### config.mk
export PLATFORM = sky130hd
export DESIGN_NAME = iq_out_fifo20
export DESIGN_NICKNAME = d
export VERILOG_FILES = /design/src/rtl/iq_out_fifo20_pkg.sv /design/src/rtl/iq_round_sat.sv /design/src/rtl/iq_out_fifo20.sv
export SDC_FILE = /design/constraint.sdc
export NUM_CORES = 1
export LEC_CHECK = 0
export CAP_MARGIN = 10
export CORE_AREA = 2 2 470 472
export CTS_CLUSTER_SIZE = 8
export DETAILED_ROUTE_END_ITERATION = 16
export DIE_AREA = 0 0 472 474
export HOLD_SLACK_MARGIN = 0.06
export PLACE_DENSITY_LB_ADDON = 0.3
export SLEW_MARGIN = 20
export SYNTH_ARGS = -nofsm -noshare
export SYNTH_HDL_FRONTEND = slang
export SYNTH_SLANG_ARGS = --single-unit
### constraint.sdc
create_clock -name clk -period 7.3 [get_ports clk]
set_input_delay 1.46 -clock clk [delete_from_list [all_inputs] [get_ports clk]]
set_output_delay 1.46 -clock clk [all_outputs]
set_load 0.02 [all_outputs]
### src/rtl/iq_out_fifo20_pkg.sv
// Shared constants and output FSM encoding for the I/Q output FIFO.
package iq_out_fifo20_pkg;
  localparam int P_IW  = 20;
  localparam int P_OW  = 16;
  localparam int P_RND = 1 << (P_IW - P_OW - 1);

  typedef enum logic [1:0] {
    ST_IDLE,
    ST_XOUT,
    ST_YOUT
  } st_t;
endpackage

### src/rtl/iq_round_sat.sv
// Combinational gain shift, round-half-up and saturate from IW to OW bits.
module iq_round_sat
  import iq_out_fifo20_pkg::*;
#(
  parameter int IW = P_IW,
  parameter int OW = P_OW
) (
  input  logic [IW-1:0] i_d,
  input  logic [1:0]    i_sh,
  output logic [OW-1:0] o_q,
  output logic          o_sat
);
  // One guard bit above the 23-bit shifted value so the +RND never wraps
  localparam int EW = IW + 4;
  localparam int FR = IW - OW;
  localparam logic signed [EW-1:0] C_RND = EW'(1 << (FR - 1));
  localparam logic signed [EW-1:0] C_MAX = EW'((1 << (OW - 1)) - 1);
  localparam logic signed [EW-1:0] C_MIN = EW'(-(1 << (OW - 1)));

  logic signed [EW-1:0] w_t;
  logic signed [EW-1:0] w_r;
  logic signed [EW-1:0] w_q;

  assign w_t = $signed({{4{i_d[IW-1]}}, i_d}) <<< i_sh;
  assign w_r = w_t + C_RND;
  assign w_q = w_r >>> FR;

  always_comb begin
    o_q   = w_q[OW-1:0];
    o_sat = 1'b0;
    if (w_q > C_MAX) begin
      o_q   = {1'b0, {(OW-1){1'b1}}};
      o_sat = 1'b1;
    end else if (w_q < C_MIN) begin
      o_q   = {1'b1, {(OW-1){1'b0}}};
      o_sat = 1'b1;
    end
  end
endmodule

### src/rtl/iq_out_fifo20.sv
// Pair FIFO behind the I/Q FIR: serialises X then Y as rounded 16-bit words
// over a valid/ready port and throttles the FIR through oe.
module iq_out_fifo20
  import iq_out_fifo20_pkg::*;
#(
  parameter int DEPTH = 32,
  parameter int AW    = 5,
  parameter int SLACK = 12,
  parameter int IW    = P_IW,
  parameter int OW    = P_OW
) (
  input  logic          clk,
  input  logic          mrst,
  input  logic [IW-1:0] dix,
  input  logic [IW-1:0] diy,
  input  logic          iv,
  output logic          oe,
  input  logic [1:0]    sh,
  output logic [OW-1:0] dout,
  output logic          sx,
  output logic          ov,
  input  logic          ordy,
  output logic          sat,
  output logic          lost,
  output logic [AW:0]   level
);
  logic [2*IW-1:0] r_mem [DEPTH];
  logic [AW-1:0]   r_wp;
  logic [AW-1:0]   r_rp;
  logic [AW:0]     r_lvl;
  logic            r_oe;
  logic            r_lost;
  st_t             r_st;
  st_t             w_nxt;
  logic [OW-1:0]   r_dout;
  logic            r_sat;
  logic            r_sx;
  logic [OW-1:0]   r_y;
  logic            r_ysat;

  logic            w_full;
  logic            w_empty;
  logic            w_push;
  logic            w_pop;
  logic [AW:0]     w_lvl_nxt;
  logic [2*IW-1:0] w_rd;
  logic [OW-1:0]   w_qx;
  logic [OW-1:0]   w_qy;
  logic            w_sx;
  logic            w_sy;

  assign w_full    = r_lvl == (AW+1)'(DEPTH);
  assign w_empty   = r_lvl == '0;
  assign w_push    = iv & ~w_full;
  assign w_lvl_nxt = r_lvl + (AW+1)'(w_push) - (AW+1)'(w_pop);
  assign w_rd      = r_mem[r_rp];

  iq_round_sat #(.IW(IW), .OW(OW)) u_rsx (
    .i_d   (w_rd[2*IW-1:IW]),
    .i_sh  (sh),
    .o_q   (w_qx),
    .o_sat (w_sx)
  );

  iq_round_sat #(.IW(IW), .OW(OW)) u_rsy (
    .i_d   (w_rd[IW-1:0]),
    .i_sh  (sh),
    .o_q   (w_qy),
    .o_sat (w_sy)
  );

  // Storage has no reset; the pointers and level make stale contents unreachable
  always_ff @(posedge clk) begin
    if (w_push) r_mem[r_wp] <= {dix, diy};
  end

  always_ff @(posedge clk) begin
    if (mrst) begin
      r_wp   <= '0;
      r_rp   <= '0;
      r_lvl  <= '0;
      r_oe   <= 1'b0;
      r_lost <= 1'b0;
    end else begin
      if (w_push) r_wp <= r_wp + 1'b1;
      if (w_pop)  r_rp <= r_rp + 1'b1;
      if (iv & w_full) r_lost <= 1'b1;
      r_lvl <= w_lvl_nxt;
      r_oe  <= w_lvl_nxt <= (AW+1)'(DEPTH - SLACK);
    end
  end

  always_ff @(posedge clk) begin
    if (mrst) r_st <= ST_IDLE;
    else      r_st <= w_nxt;
  end

  always_comb begin
    w_nxt = r_st;
    w_pop = 1'b0;
    unique case (r_st)
      ST_IDLE: begin
        if (!w_empty) begin
          w_pop = 1'b1;
          w_nxt = ST_XOUT;
        end
      end
      ST_XOUT: begin
        if (ordy) w_nxt = ST_YOUT;
      end
      ST_YOUT: begin
        if (ordy) begin
          if (!w_empty) begin
            w_pop = 1'b1;
            w_nxt = ST_XOUT;
          end else begin
            w_nxt = ST_IDLE;
          end
        end
      end
      default: w_nxt = ST_IDLE;
    endcase
  end

  always_ff @(posedge clk) begin
    if (mrst) begin
      r_dout <= '0;
      r_sat  <= 1'b0;
      r_sx   <= 1'b1;
      r_y    <= '0;
      r_ysat <= 1'b0;
    end else if (w_pop) begin
      r_dout <= w_qx;
      r_sat  <= w_sx;
      r_sx   <= 1'b1;
      r_y    <= w_qy;
      r_ysat <= w_sy;
    end else if (r_st == ST_XOUT && ordy) begin
      r_dout <= r_y;
      r_sat  <= r_ysat;
      r_sx   <= 1'b0;
    end else if (r_st == ST_YOUT && ordy) begin
      r_sat  <= 1'b0;
      r_sx   <= 1'b1;
    end
  end

  assign oe    = r_oe;
  assign ov    = r_st != ST_IDLE;
  assign dout  = r_dout;
  assign sx    = r_sx;
  assign sat   = r_sat;
  assign lost  = r_lost;
  assign level = r_lvl;
endmodule
==> reports/qor.csv <==
stage,metric,value,unit
sta,finalHoldViolCount,0,
placement,dpl.hpwl,87.45,mm
run,drv_cap,0,
hold_path,hold_path.class,reg2reg,
sta,fin_crit_sh,0.7786,
power_and_ir_drop,vdd_ir_drop_max,0.2338,mV
placement,gp_congestion,0.8399,
drt,postRouteAntennaNets,0,
floorplan,coreArea,0.2187,sq mm
outcome,status,"complete, no violations",
synth,synth_cell_type_count,90,
setup_path,reg2reg_to,dout[7],
power_and_ir_drop,sw_frac_of_total,0.2909,
power_and_ir_drop,sequentialPowerShare,0.413,
setup_path,path_class,reg2reg,
drt,drtPass1Iterations,7,
sta,drv_slew,0,
synth,synth_edf_count,1280,
drt,drtIter0Drc,2360,
sta,tns,0,ns
clock_network,cts_sinks,1340,
setup_path,required,8.01,ns
finish,layout_common_cells,"edfxtp_1, mux2i_1, a22oi_1",
power_and_ir_drop,comb_power_share,0.231,
sta,maxSlewHeadroom,0.2456,
clock_network,hold_buffers,0,
sta,rsz0062_at_grt,false,
synth,ys.warnings.count,0,
setup_path,crit_end,dout[7],
clock_network,cts.clk_slew.worst_paths,0.06,ns
power_and_ir_drop,clkPwrFrac,0.357,
power_and_ir_drop,p_per_area,338.5,mW/mm^2
power_and_ir_drop,leakage,19.17,nW
synth,synth.avg_cell_area,18.15,sq um
clock_network,post_cts_buffers,0,
drt,wl_per_cell,25.36,um
synth,netlist_instances,2996,
setup_path,arrival,6.39,ns
synth,seq_area_frac_synth,0.7290,
power_and_ir_drop,power,0.02158,W
sta,worst_pin_slew,1.132,ns
sta,clock.fmax,0.1759,GHz
clock_network,cts_resized,0,
global_routing,track_usage,0.1365,
global_routing,antenna_found_initial,18,
synth,synth_area,0.05437,sq mm
sta,fin_skew,0.03544,ns
global_routing,grt_pass1_wl,220.3,mm
setup_path,crit_fanout,44,
floorplan,pin_count,73,
drt,drc,0,
finish,final_nets,3247,
clock_network,insertion_delay,0.81,ns
clock_network,cts_inserted_buffers,185,
floorplan,die_y,474,um
finish,regArea,0.03965,sq mm
setup_path,critPathLaunchType,register,
global_routing,grt_overflow,0,
finish,multi_input_area,0.01381,sq mm
placement,port_buffers,72,
sta,setup_violations,0,
clock_network,clockBufferDepth,3,
drt,vias,28636,
finish,final_common_cell,edfxtp_1,
synth,syn-num-nets,3059,
setup_path,reg2reg_slack,1.62,ns
power_and_ir_drop,switchingPower,0.006277,W
clock_network,htree_levels,4,
floorplan,die_w,472,um
synth,yosys_register_bits,1340,
clock_network,root_buffer,clkbuf_16,
floorplan,rows,172,
drt,viasPerCell,4.688,
floorplan,dieArea,0.2237,sq mm
finish,area_growth,17.23,%
power_and_ir_drop,p_int,0.01530,W
synth,synth_flop_cell,edfxtp_1,
synth,async_flop_share,0,
clock_network,cts_tree,built,
drt,routed_wl,154.9,mm
finish,fillerInstances,21534,
setup_path,end_kind,register,
global_routing,grt_pass1_vias,29116,
sta,finalCriticalPeriod,5.684,ns
floorplan,initial_core_util,0.2487,
finish,drive_above_1_share,0.1833,
setup_path,r2r.worst_path.cells,13,
global_routing,grt_max_degree,113,
power groups by stage:
stage / Sequential, W / Clock, W / Combinational (W)
floorplan: 0.00892 / 0 / 0.00376
global route: 0.00892 / 0.00819 / 0.00536
CTS: 0.00892 / 0.00789 / 0.00503
global placement: 0.00906 / 0 / 0.00499
finish: 0.00890 / 0.00769 / 0.00498
detailed placement: 0.00906 / 0 / 0.00501
flip-flops by register name, indices dropped and copies added, names as in the netlist, named ones only:
signal	cells
r_mem	1280
dout	16
r_y	16
level	6
r_rp	5
r_wp	5
r_st	2
lost	1
oe	1
r_ysat	1
sat	1
sx	1
routing by layer:
layer	up-vias	GRT usage	share of wire
met1	15243	0.1858	0.45
met4	14	0.03607	0.018
met3	213	0.02435	0.049
met5	-	0	0.00048
li1	12441	-	-
met2	725	0.2236	0.48
cells by family (layout without fill, tap and decap cells):
kind of cell               count (synthesis)  count (layout)  share of synthesized area
AOI/OAI and AO/OA                        378             378                    0.05228
xor gates and xnor gates                  40              40                   0.006443
adders and majority gates                 17              17                   0.004050
buffers and inverters                    187             426                    0.02271
DFF                                     1340            1340                     0.7290
muxes                                    595             595                     0.1446
other                                      0               2                          0
and+or+nand+nor                          439             439                    0.04087
worst min-delay path by stage:
stage               startpoint       end  slack [ns]  depth (start not counted)
finish                    lost      lost        0.47                          2
global route          dout[15]  dout[15]        0.51                          2
CTS                       lost      lost        0.47                          2
detailed placement        lost      lost        0.46                          2
global placement          lost      lost        0.45                          2
floorplan              r_y[15]   r_y[15]        0.47                          2
cell type report:
type | instances | share of cell area
Antenna cell | 2 | 0.00007851
Clock buffer | 226 | 0.07638
Clock inverter | 12 | 0.003042
Inverter | 22 | 0.001295
Multi-Input combinational cell | 1469 | 0.2167
Sequential cell | 1340 | 0.6221
Tap cell | 2871 | 0.05635
Timing Repair Buffer | 166 | 0.02414
worst max-delay path: stages, from the launching register on:
cell and delay, ns:
dfxtp_4 0.88, buf_4 0.53, mux4_2 0.56, mux4_2 0.51
mux2i_1 0.65, o22ai_1 0.19, a221o_1 0.38, o211a_1 0.17
and3_1 0.28, a21oi_1 0.18, and4b_1 0.24, nor4_4 0.39
nor2_2 0.19, o31ai_1 0.31
through the flow:
step	utilization	setup slack (ns)	hold WS, ns	std cells	instance area (sq um)
global route	0.2915	1.106	0.5081	6107	63740
detailed placement	0.2688	1.487	0.4572	5868	58780
finish	0.2915	1.616	0.4652	6108	63740
global placement	0.2687	1.515	0.4451	5867	58760
floorplan	-	2.441	0.4714	2996	54370
CTS	0.2920	1.605	0.4712	6106	63840
synthesized netlist by cell type, types with 9 or more instances:
cell      number  area share
ha_1          16      0.0037
a32oi_1        9      0.0014
xnor2_1       27      0.0043
nor3_1        36      0.0033
o21ai_0       22      0.0020
or2_2         10      0.0012
edfxtp_1    1280        0.71
a211oi_1      11      0.0015
mux2_2        13      0.0027
nand2_1       89      0.0061
nor2b_1       16      0.0018
a22oi_1      198       0.027
nand3_1       97      0.0089
buf_6         22      0.0046
a21oi_2       10      0.0016
o21bai_1      18      0.0025
o211ai_1       9      0.0012
nand2b_1      10      0.0012
o21ai_1       15      0.0014
buf_2         33      0.0030
a21oi_1       22      0.0020
nand4_1       20      0.0023
buf_8         12      0.0033
nand2_2        9      0.0010
xor2_1        13      0.0021
buf_4         25      0.0035
o31ai_1       15      0.0021
dfxtp_1       60       0.022
nor2_1       108      0.0075
clkbuf_1      60      0.0041
mux2i_1      431       0.079
mux4_2       149       0.062
inv_1         20      0.0014
Power figures use the tool's default switching activity.
